==> src/rtl/logic_accum.sv <==
// Registered bitwise reducer (OR/AND/XOR/NOR) over in_last-delimited packets, one result per packet.
// Optional beat-count output enabled by defining LOGIC_ACCUM_COUNT_EN.
module logic_accum #(
    parameter int unsigned WIDTH     = 8,
    parameter int unsigned MAX_BEATS = 16,
    localparam int unsigned CW       = $clog2(MAX_BEATS + 1)
) (
    input  logic             clk,
    input  logic             rst,
    input  logic [1:0]       op,
    input  logic             in_valid,
    output logic             in_ready,
    input  logic [WIDTH-1:0] in_data,
    input  logic             in_last,
    output logic             out_valid,
    input  logic             out_ready,
    output logic [WIDTH-1:0] out_data,
    output logic             out_any,
`ifdef LOGIC_ACCUM_COUNT_EN
    output logic [CW-1:0]    out_count,
`endif
    output logic             out_ovf
);

    typedef enum logic [1:0] {StIdle, StAcc, StHold} state_e;

    localparam logic [1:0] OpOr  = 2'b00;
    localparam logic [1:0] OpAnd = 2'b01;
    localparam logic [1:0] OpXor = 2'b10;
    localparam logic [1:0] OpNor = 2'b11;

    localparam logic [CW-1:0] MaxCnt = CW'(MAX_BEATS);

    state_e           state_q;
    logic [WIDTH-1:0] acc_q;
    logic [CW-1:0]    cnt_q;
    logic [1:0]       op_q;
    logic             in_ready_q;
    logic             out_valid_q;
    logic [WIDTH-1:0] out_data_q;
    logic             out_any_q;
    logic             out_ovf_q;

    logic             beat;
    logic [WIDTH-1:0] acc_nxt;
    logic [CW-1:0]    cnt_inc;
    logic             first_close;
    logic             acc_close;
    logic [WIDTH-1:0] res_first;
    logic [WIDTH-1:0] res_acc;

    always_comb begin
        beat    = in_valid && in_ready_q;
        acc_nxt = acc_q;
        case (op_q)
            OpOr, OpNor: acc_nxt = acc_q | in_data;
            OpAnd:       acc_nxt = acc_q & in_data;
            OpXor:       acc_nxt = acc_q ^ in_data;
            default:     acc_nxt = acc_q;
        endcase
        // Saturating count; never wraps even if MAX_BEATS is a power of two minus one.
        cnt_inc     = (cnt_q == MaxCnt) ? cnt_q : cnt_q + 1'b1;
        first_close = in_last || (MaxCnt == CW'(1));
        acc_close   = in_last || (cnt_inc == MaxCnt);
        res_first   = (op == OpNor) ? ~in_data : in_data;
        res_acc     = (op_q == OpNor) ? ~acc_nxt : acc_nxt;
    end

    always_ff @(posedge clk) begin
        if (rst) begin
            state_q     <= StIdle;
            acc_q       <= '0;
            cnt_q       <= '0;
            op_q        <= OpOr;
            in_ready_q  <= 1'b1;
            out_valid_q <= 1'b0;
            out_data_q  <= '0;
            out_any_q   <= 1'b0;
            out_ovf_q   <= 1'b0;
        end else begin
            case (state_q)
                StIdle: begin
                    if (beat) begin
                        acc_q <= in_data;
                        op_q  <= op;
                        cnt_q <= CW'(1);
                        if (first_close) begin
                            state_q     <= StHold;
                            in_ready_q  <= 1'b0;
                            out_valid_q <= 1'b1;
                            out_data_q  <= res_first;
                            out_any_q   <= |res_first;
                            out_ovf_q   <= ~in_last;
                        end else begin
                            state_q <= StAcc;
                        end
                    end
                end
                StAcc: begin
                    if (beat) begin
                        acc_q <= acc_nxt;
                        cnt_q <= cnt_inc;
                        if (acc_close) begin
                            state_q     <= StHold;
                            in_ready_q  <= 1'b0;
                            out_valid_q <= 1'b1;
                            out_data_q  <= res_acc;
                            out_any_q   <= |res_acc;
                            out_ovf_q   <= ~in_last;
                        end
                    end
                end
                StHold: begin
                    if (out_ready) begin
                        state_q     <= StIdle;
                        in_ready_q  <= 1'b1;
                        out_valid_q <= 1'b0;
                    end
                end
                default: begin
                    state_q     <= StIdle;
                    in_ready_q  <= 1'b1;
                    out_valid_q <= 1'b0;
                end
            endcase
        end
    end

    assign in_ready  = in_ready_q;
    assign out_valid = out_valid_q;
    assign out_data  = out_data_q;
    assign out_any   = out_any_q;
    assign out_ovf   = out_ovf_q;
`ifdef LOGIC_ACCUM_COUNT_EN
    assign out_count = cnt_q;
`endif

endmodule

==> config.mk <==
export PLATFORM = sky130hd
export DESIGN_NAME = logic_accum
export DESIGN_NICKNAME = d
export VERILOG_FILES = /design/src/rtl/logic_accum.sv
export SDC_FILE = /design/constraint.sdc
export NUM_CORES = 1
export LEC_CHECK = 0
export BUFFER_PORTS_ARGS = -buffer_cell sky130_fd_sc_hd__buf_2
export CAP_MARGIN = 20
export CORE_MARGIN = 2
export CORE_UTILIZATION = 62
export DETAILED_ROUTE_END_ITERATION = 8
export GPL_TIMING_DRIVEN = 0
export HOLD_SLACK_MARGIN = 0.12
export PLACE_DENSITY = 0.81
export SYNTH_ARGS = -nofsm -noshare
export SYNTH_HDL_FRONTEND = slang
export SYNTH_SLANG_ARGS = --single-unit
==> constraint.sdc <==
create_clock -name clk -period 6.01 [get_ports clk]
set_input_delay 1.202 -clock clk [delete_from_list [all_inputs] [get_ports clk]]
set_output_delay 1.202 -clock clk [all_outputs]
set_load 0.01 [all_outputs]
==> results of run 1 <==
==> metrics by stage <==
stage                     total power (W)  worst slack, ns  hold WS (ns)
after global routing             0.000513             2.90         0.513
after global placement           0.000362             2.76         0.455
after floorplan                  0.000326             3.07         0.462
after CTS                        0.000488             3.09         0.474
final                            0.000487             3.07         0.474
after detailed placement         0.000366             2.76         0.461
==> registers in the layout, summed over array words and instances, names as in the netlist <==
name,cells
acc_q,8
out_data,8
cnt_q,5
op_q,2
state_q,2
in_ready,1
out_any,1
out_ovf,1
out_valid,1
==> synthesized netlist by cell type, drive strengths merged (7+ instances only) <==
cell | count | area share
clkbuf | 10 | 0.018
a221oi | 7 | 0.040
dfxtp | 29 | 0.27
xnor2 | 15 | 0.062
ha | 21 | 0.12
o21ai | 10 | 0.023
nor2 | 33 | 0.058
mux2i | 10 | 0.047
nand2 | 19 | 0.033
a211oi | 13 | 0.046
a21oi | 23 | 0.056
inv | 22 | 0.039
==> cell families after synthesis <==
family          after synthesis
simple gates                 81
compound gates               68
buf+inv                      38
flops                        29
fa+ha+maj                    21
xor+xnor                     18
mux                          10
==> routing by layer <==
layer	GRT usage	routed length [um]
met4	0.117	72
met1	0.376	2320
met3	0.0577	370
met2	0.411	2200
met5	0	0
==> power by group through the flow <==
stage	combinational, W	clock [W]	sequential (W)
floorplan	0.000107	0	0.000219
global placement	0.000144	0	0.000218
detailed placement	0.000148	0	0.000218
CTS	0.000149	0.000125	0.000214
global route	0.000167	0.000130	0.000216
finish	0.000150	0.000123	0.000214
==> final timing paths <==
path,slack (ns),start,end,depth (start not counted)
setup reg to reg,3.53,cnt_q[0],out_data[5],9
hold / removal,0.47,out_data[3],out_data[3],2
setup / recovery,3.07,in_data[1],out_any,9
hold reg to reg,0.47,out_data[3],out_data[3],2
==> layout make-up <==
type	count	area, um^2
multi-input cells	198	1390
inverters	22	82.6
well taps	46	57.6
flip-flops and latches	29	581
clock buffers	7	55.1
repair buffers	25	125
plain buffers	16	81.3
fillers	293	937
==> worst min-delay path: stages, from the launching register on <==
cell and delay [ns]:
dfxtp_1 0.32, nand2b_1 0.07, a21oi_1 0.05
==> results.txt, run 1 <==
H-tree Lvls = 2
critical setup path kind = input pin to flip-flop
post-synthesis register bit count = 29
Routed Antenna Nets = 0
outcome = finished clean
Worst Skew = 0.0111 ns
Synth Area in Simple Gates = 0.183
Crit. End Element = flip-flop
Tmin final = 2.94 ns
Netlist Area Pre-Place = 2140 um^2
worst hold path type = flip-flop to flip-flop
Post-synth ARST share = 0
fin cells = 343
max cap viols = 0
GPL Wtd Cong = 0.868
count of placed standard cells including taps = 336
Boundary Pins = 27
Worst setup SP type = input pin
VDD IR-drop max = 0.165 mV
Nets = 333
antenna violations before repair = 0
Sw Share = 0.341
Sinks on Clock Net = 29
CP top delay family = compound AO/OA/AOI/OAI gates
Synth Area in Compound Gates = 0.225
largest net degree at the start of global routing = 11
setup TNS = 0 ns
setup violators final = 0
YS warnings = 0
Slew @ Worst Pin = 0.655 ns
Peak Freq = 340 MHz
final hold vios = 0
crit path cell chain = buf_2 > inv_1 > ha_1 > a221oi_2 > a21oi_1 > or4b_1 > o22a_1 > o41ai_2 > a311oi_1
synthesized net count = 301
crit-path max cell delay = 0.53 ns
clock buffer depth = 2
Sw Pwr = 0.000166 W
CP Data Required Time = 6.21 ns
sequential share of power = 0.440
root buf cell = clkbuf_4
Syn Area/Cell = 8.06 um^2
DRC Markers = 0
CTS resizes = 0
vias in the first global route = 1,854
multiplexer share of the synthesized area = 0.0469
Slew HR = 0.563
Post-Synth XOR/XNOR Area = 0.0738
Setup Fix Bufs, Post-CTS = 0
final slew viol count = 0
combinational power share = 0.309
commonest non-fill, non-tap cell in the layout = nor2_1
predominant post-synthesis flop cell = dfxtp_1
unrepaired setup endpoints after global routing = false
pwr dens = 205 nW/um^2
vias per cell = 5.71
Post-synth EDFFs = 0
final period utilization = 0.490
CTS buffer count = 5
Core Region = 3310 um^2
via count = 1,958
commonest non-fill, non-tap cells in the layout = 33 x nor2_1, 29 x dfxtp_1, 27 x buf_2
Worst-Skew Late Latency = 0.34 ns
Cell Area, Placed = 2320 um^2
DRT Wirelength = 4960 um
GRT Util Overall = 0.272
Core Rows = 21
CP Max Fanout = 6
drt pass-1 iters = 4
worst endpoint data arrival time = 3.14 ns
Starting Density = 0.645
DP HPWL = 3680 um
layout cells sized above 1 = 0.145
I/O Buffers = 25
Slowest-stage cell, CP = or4b_1
Hold-fix buffers, CTS = 0
internal power = 0.000321 W
P_leak = 1.04 nW
1st-iter DRT viols = 149
die area = 3930 um^2
Yosys cell types = 46
CTS tree = yes
fin util = 0.717
Congestion Overflow GR = 0
Inserted Diodes = 0
largest family of logic cells by synthesized area = compound AO/OA/AOI/OAI gates
Post-Synthesis Cells = 265
first-pass GRT wire length = 8510 um
chip height = 62.7 um
die width = 62.7 um
CP Buf/Inv Count = 2
Finished Cell Area = 2370 um^2
Wirelength per Cell = 14.5 um
Clock transition at path regs = 0.09 ns
Synth Area in Adders = 0.123
Seq/Total Area, Yosys = 0.272
Area Overhead vs Synth = 11.1%
clock network power share = 0.252
Power figures use the tool's default switching activity.
==> inputs of run 2 (changes only) <==
--- a/config.mk
+++ b/config.mk
@@ -5,14 +5,15 @@
 export SDC_FILE = /design/constraint.sdc
 export NUM_CORES = 1
 export LEC_CHECK = 0
+export ABC_AREA = 1
 export BUFFER_PORTS_ARGS = -buffer_cell sky130_fd_sc_hd__buf_2
 export CAP_MARGIN = 20
 export CORE_MARGIN = 2
-export CORE_UTILIZATION = 62
+export CORE_UTILIZATION = 59
 export DETAILED_ROUTE_END_ITERATION = 8
 export GPL_TIMING_DRIVEN = 0
 export HOLD_SLACK_MARGIN = 0.12
-export PLACE_DENSITY = 0.81
+export PLACE_DENSITY = 0.77
 export SYNTH_ARGS = -nofsm -noshare
 export SYNTH_HDL_FRONTEND = slang
 export SYNTH_SLANG_ARGS = --single-unit
==> constraint.sdc (replaced) <==
create_clock -name clk -period 3.05 [get_ports clk]
set_input_delay 0.61 -clock clk [delete_from_list [all_inputs] [get_ports clk]]
set_output_delay 0.61 -clock clk [all_outputs]
set_load 0.01 [all_outputs]
==> results.txt, run 2 <==
outcome = finished clean
DRC Markers = 0 (unchanged)
Sw Pwr = 0.000513 W (+210%)
via count = 2,382 (+22%)
pwr dens = 536 nW/um^2 (+160%)
Min Hold Slack = 0.460 ns (-0.0142 ns)
Boundary Pins = 27 (unchanged)
setup TNS = 0 ns (unchanged)
Netlist Area Pre-Place = 2290 um^2 (+7.4%)
Synth area leaders = dfxtp_1 25%, nand2_1 20%, ha_1 11%
internal power = 0.000873 W (+170%)
final period utilization = 0.669
Worst R2R Setup Slack = 1.01 ns (-2.52 ns)
Synth top area share = 0.253 (-0.0187)
Routed Antenna Nets = 0 (unchanged)
commonest non-fill, non-tap cell in the layout = nand2_1
clock buffer depth = 2 (unchanged)
CP Max Fanout = 10 (+4)
H-tree Lvls = 2 (unchanged)
Sinks on Clock Net = 29 (unchanged)
YS warnings = 0 (unchanged)
worst hold path type = flip-flop to flip-flop
largest net degree at the start of global routing = 11 (unchanged)
most common cell in the netlist = nand2_1
commonest non-fill, non-tap cells in the layout = 122 x nand2_1, 51 x nand3_1, 34 x inv_1
drt pass-1 iters = 7 (+3)
Area Overhead vs Synth = 12.7%
Synth Area in Compound Gates = 0.134 (-0.0913)
CTS tree = yes
Worst Hold Launch = out_valid
depth of the most critical reg-to-reg path = 10 (+1)
die area = 4400 um^2 (+12%)
CTS buffer count = 5 (unchanged)
Worst Skew = 0.00468 ns (-0.00642 ns)
Post-synth ARST share = 0 (unchanged)
Peak Freq = 490 MHz
Wirelength per Cell = 12.9 um (-11%)
worst r2r src = op_q[0]
DP HPWL = 4200 um (+14%)
CP Data Required Time = 3.27 ns (-2.94 ns)
1st-iter DRT viols = 150 (+0.67%)
worst hold path endpoint = out_valid
Post-Synthesis Cells = 360 (+36%)
Reg2Reg Capture Point = out_data[1]
Commonest cells post-synth = 122 x nand2_1, 51 x nand3_1, 34 x inv_1, 29 x dfxtp_1
Post-Synth XOR/XNOR Area = 0 (-0.0738)
Fillers = 352 (+20%)
setup violators final = 0 (unchanged)
Setup Fix Bufs, Post-CTS = 0 (unchanged)
GPL Wtd Cong = 0.871 (+0.35%)
Starting Density = 0.622 (-0.0233)
layout cells sized above 1 = 0.159 (+0.0138)
Nets = 426 (+28%)
P_leak = 1.24 nW (+19%)
largest family of logic cells by synthesized area = simple AND/OR/NAND/NOR gates
Inserted Diodes = 0 (unchanged)
chip height = 66.3 um (+5.8%)
Post-synth EDFFs = 0 (unchanged)
I/O Buffers = 23 (-8.0%)
Worst-Skew Late Latency = 0.28 ns (-0.06 ns)
post-synthesis register bit count = 29 (unchanged)
Slew HR = 0.578 (+0.0149)
max cap viols = 0 (unchanged)
CTS resizes = 0 (unchanged)
Congestion Overflow GR = 0 (unchanged)
die width = 66.3 um (+5.8%)
VDD IR-drop max = 0.294 mV (+78%)
launch point of the worst path = op_q[0]
multiplexer share of the synthesized area = 0 (-0.0469)
root buf cell = clkbuf_8
antenna violations before repair = 0 (unchanged)
register area = 581 um^2 (unchanged)
combinational power share = 0.370 (+0.061)
worst hold path cell count = 2 (unchanged)
Worst setup SP type = flip-flop
GRT Util Overall = 0.278 (+0.00527)
Core Rows = 22 (+4.8%)
multi-input logic area = 1470 um^2 (+5.9%)
Core Region = 3690 um^2 (+11%)
Crit. End Element = flip-flop
Tmin final = 2.04 ns
unrepaired setup endpoints after global routing = false
Clock transition at path regs = 0.07 ns (-0.02 ns)
final hold vios = 0 (unchanged)
synthesized net count = 396 (+32%)
Synth Area in Adders = 0.115 (-0.00846)
Sw Share = 0.370 (+0.0295)
clock network power share = 0.301 (+0.049)
vias per cell = 5.43 (-4.9%)
final slew viol count = 0 (unchanged)
DRT Wirelength = 5650 um (+14%)
Synth Area in Simple Gates = 0.394 (+0.212)
Seq/Total Area, Yosys = 0.253 (-0.0187)
worst endpoint data arrival time = 2.26 ns (-0.88 ns)
critical setup path kind = flip-flop to flip-flop
first-pass GRT wire length = 9290 um (+9.3%)
Yosys cell types = 29 (-37%)
Hold-fix buffers, CTS = 0 (unchanged)
largest area contributor in the netlist = dfxtp_1
sequential share of power = 0.330 (-0.110)
vias in the first global route = 2,057 (+11%)
Syn Area/Cell = 6.37 um^2 (-21%)
Slew @ Worst Pin = 0.633 ns (-0.0223 ns)
predominant post-synthesis flop cell = dfxtp_1
run 2: cell count changes in the layout (fill, tap and decap cells not counted), moves of 5 or more:
cell      previous run  this run
xnor2_1             15         0
inv_2                0         5
or2_1                1         6
inv_1               22        34
a211oi_1            13         0
nand2_1             19       122
clkbuf_8             1         6
clkbuf_4             5         0
nand3_1              5        51
mux2i_1             10         0
nand2_2              0         5
clkbuf_1            11         5
nor2_1              33        12
run 2: power by group through the flow:
stage	Combinational (W)	Sequential, W	Clock [W]
after detailed placement	0.000509	0.000465	0
after global placement	0.000497	0.000463	0
after floorplan	0.000369	0.000469	0
after global routing	0.000580	0.000462	0.000437
after CTS	0.000512	0.000457	0.000420
final	0.000512	0.000457	0.000417
run 2: worst max path at each step:
stage,end,cells past startpoint,slack (ns)
after floorplan,out_any,11,1.40
after global placement,out_data[0],11,1.11
after detailed placement,out_data[0],11,1.06
after CTS,out_data[0],11,1.03
after global routing,out_any,12,0.85
final,out_data[1],10,1.01
run 2: area by class of cell:
cell class | count | share of cell area
clock buffers | 7 | 0.0334
inverters | 41 | 0.0595
well taps | 48 | 0.0232
flip-flops and latches | 29 | 0.225
plain buffers | 14 | 0.0329
repair buffers | 23 | 0.0445
clock inverters | 1 | 0.0116
multi-input cells | 276 | 0.570
run 2: cell families (layout without fill, tap and decap cells):
kind of cell | count (synthesis) | count (layout)
buffers and inverters | 55 | 86
adder cells (fa/ha/maj) | 21 | 21
flip-flops | 29 | 29
AO/OA/AOI/OAI | 50 | 50
AND/OR/NAND/NOR | 205 | 205
run 2: per-stage QoR:
step           utilization  power (W)  cell area, um^2  worst slack, ns  std cells
2_1_floorplan            -   0.000838             2290             1.40        360
3_3_place_gp         0.669   0.000960             2470             1.11        431
3_5_place_dp         0.669   0.000973             2470             1.06        431
5_1_grt              0.701    0.00148             2580            0.851        439
4_1_cts              0.701    0.00139             2580             1.03        439
6_report             0.701    0.00139             2580             1.01        439
run 2: layer usage:
metal  wire length (um)  vias up  part of all wire  track usage
met5                  0        -                 0            0
met4                 99        0             0.018       0.0816
met3                242       13             0.043       0.0375
li1                   -     1226                 -            -
met1               2470     1082              0.44        0.348
met2               2840       61              0.50        0.490
run 2: worst max-delay path, stage by stage, from the launching register on:
cell and delay, ns:
dfxtp_1 0.36, inv_1 0.08, ha_1 0.42, inv_2 0.18, buf_4 0.20, nand3_1 0.10
nand3_1 0.10, nand3_1 0.10, o21ai_0 0.14, nand3_1 0.15, a21oi_2 0.15
==> inputs of run 3 (changes only) <==
==> constraint.sdc (replaced) <==
create_clock -name clk -period 2 [get_ports clk]
set_input_delay 0.4 -clock clk [delete_from_list [all_inputs] [get_ports clk]]
set_output_delay 0.4 -clock clk [all_outputs]
set_load 0.01 [all_outputs]
==> results.txt, run 3 (synthesis results as in run 2) <==
clock buffer depth = 2 (unchanged)
met3 usage in global routing = 0.0375 (unchanged)
setup violators final = 0 (unchanged)
Worst-Skew Late Latency = 0.28 ns (about the same)
depth of the most critical reg-to-reg path = 11 (+1)
layer with the highest usage = met2
critical setup path kind = flip-flop to flip-flop
antenna violations before repair = 0 (unchanged)
GR Layer Usage met1 = 0.348 (unchanged)
Reg2Reg Capture Point = out_data[0]
chip height = 66.3 um (unchanged)
total power = 0.00214 W (+54%)
H-tree Lvls = 2 (unchanged)
setup TNS = 0 ns (unchanged)
DRC Markers = 0 (unchanged)
vias per cell = 5.42 (about the same)
multi-input logic area = 1490 um^2 (+0.85%)
DP HPWL = 4200 um (unchanged)
Inserted Diodes = 0 (unchanged)
via count = 2,364 (-0.76%)
outcome = finished clean
final period utilization = 0.949 (+0.280)
Finished Cell Area = 2590 um^2 (about the same)
Boundary Pins = 27 (unchanged)
CP Max Fanout = 10 (unchanged)
Setup Fix Bufs, Post-CTS = 0 (unchanged)
Congestion Overflow GR = 0 (unchanged)
final slew viol count = 0 (unchanged)
commonest non-fill, non-tap cell in the layout = nand2_1
Sinks on Clock Net = 29 (unchanged)
GPL Wtd Cong = 0.871 (unchanged)
Worst setup SP type = flip-flop
Crit. End Element = flip-flop
die width = 66.3 um (unchanged)
Core Region = 3690 um^2 (unchanged)
Slew HR = 0.588 (+0.0100)
pwr dens = 826 nW/um^2 (+54%)
launch point of the worst path = op_q[0]
worst r2r src = op_q[0]
Slew @ Worst Pin = 0.618 ns (-0.0150 ns)
CTS tree = yes
Cell Area, Placed = 2470 um^2 (unchanged)
die area = 4400 um^2 (unchanged)
Fillers = 351 (-0.28%)
Worst Skew = 0.00525 ns (+0.000572 ns)
root buf cell = clkbuf_8
Worst R2R Setup Slack = 0.10 ns (-0.91 ns)
Clock transition at path regs = 0.07 ns (about the same)
first-pass GRT wire length = 9290 um (unchanged)
drt pass-1 iters = 4 (-3)
GRT Util Overall = 0.278 (unchanged)
CTS buffer count = 5 (unchanged)
1st-iter DRT viols = 161 (+7.3%)
Area Overhead vs Synth = 12.8% (about the same)
max cap viols = 0 (unchanged)
register area = 581 um^2 (unchanged)
VDD IR-drop max = 0.448 mV (+52%)
largest net degree at the start of global routing = 11 (unchanged)
final hold vios = 0 (unchanged)
Core Rows = 22 (unchanged)
worst endpoint data arrival time = 2.07 ns (-0.19 ns)
Routed Antenna Nets = 0 (unchanged)
DRT Wirelength = 5670 um (+0.30%)
worst hold path type = input pin to flip-flop
layout cells sized above 1 = 0.162 (+0.00380)
commonest non-fill, non-tap cells in the layout = 122 x nand2_1, 51 x nand3_1, 34 x inv_1
CP Data Required Time = 2.17 ns (-1.10 ns)
vias in the first global route = 2,052 (-0.24%)
Wirelength per Cell = 13.0 um (+0.99%)
unrepaired setup endpoints after global routing = false
P_leak = 1.24 nW (-0.25%)
Tmin final = 1.90 ns (-0.142 ns)
Peak Freq = 527 MHz (+7.5%)
Nets = 423 (-0.70%)
Critical path destination = out_data[0]
I/O Buffers = 23 (unchanged)
Starting Density = 0.622 (unchanged)
routing usage on met2 = 0.494 (+0.00375)
## run 3: changes by cell type in the layout (fill, tap and decap cells not counted)
cell	previous run	this run
ha_1	21	20
ha_4	0	1
clkbuf_1	5	2
## run 3: how the worst min path moves through the flow
stage                            from  slack, ns     endpoint  cells after the start
after floorplan              acc_q[2]       0.46     acc_q[2]                      2
after CTS                         rst       0.43  out_data[1]                      2
final                             rst       0.43  out_data[1]                      2
after detailed placement    out_valid       0.45    out_valid                      2
after global placement    out_data[4]       0.44  out_data[4]                      2
after global routing              rst       0.43  out_data[1]                      2
## run 3: repair_timing
item | in CTS | in global routing
endpoints found under the setup margin | 2 | 6
resized for setup | 1 | 1
hold endpoints to repair | 0 | 0
gates cloned | 0 | 0
pin swaps | 0 | 0
hold buffers | 0 | 0
## run 3: layer usage
| metal | routed length, um | share of wire |
|---|---|---|
| met5 | 0 | 0 |
| met3 | 295 | 0.052 |
| met2 | 2850 | 0.50 |
| met4 | 76 | 0.013 |
| met1 | 2450 | 0.43 |
## run 3: worst max-delay path, cell delays in order (launching register included)
cell     delay [ns]
dfxtp_1        0.36
inv_1          0.10
ha_4           0.29
inv_2          0.14
buf_4          0.20
nand2_1        0.12
nand2_1        0.08
nand2_1        0.07
nand3_1        0.08
o21ai_0        0.13
o21ai_1        0.16
nor2_1         0.05
## run 3: final cells by class
class / count / area share
clock inverter: 1 / 0.0116
tap: 48 / 0.0232
sequential: 29 / 0.224
timing repair buffer: 23 / 0.0445
inverter: 41 / 0.0595
buffer: 11 / 0.0285
multi-input combinational: 276 / 0.575
clock buffer: 7 / 0.0334
## run 3: where the power goes
part	switching (W)	internal, W	total [W]
clock network	0.000235	0.000406	0.000641
logic	0.000505	0.000292	0.000797
registers	0.0000512	0.000646	0.000698
total	0.000791	0.00134	0.00214
## run 3: through the flow
stage               utilization  setup slack, ns  hold slack, ns  instances
global route              0.701          0.00472           0.435        436
floorplan                     -            0.349           0.461        360
CTS                       0.701           0.0726           0.432        439
finish                    0.701            0.103           0.426        436
detailed placement        0.669           0.0114           0.449        431
global placement          0.669           0.0641           0.443        431
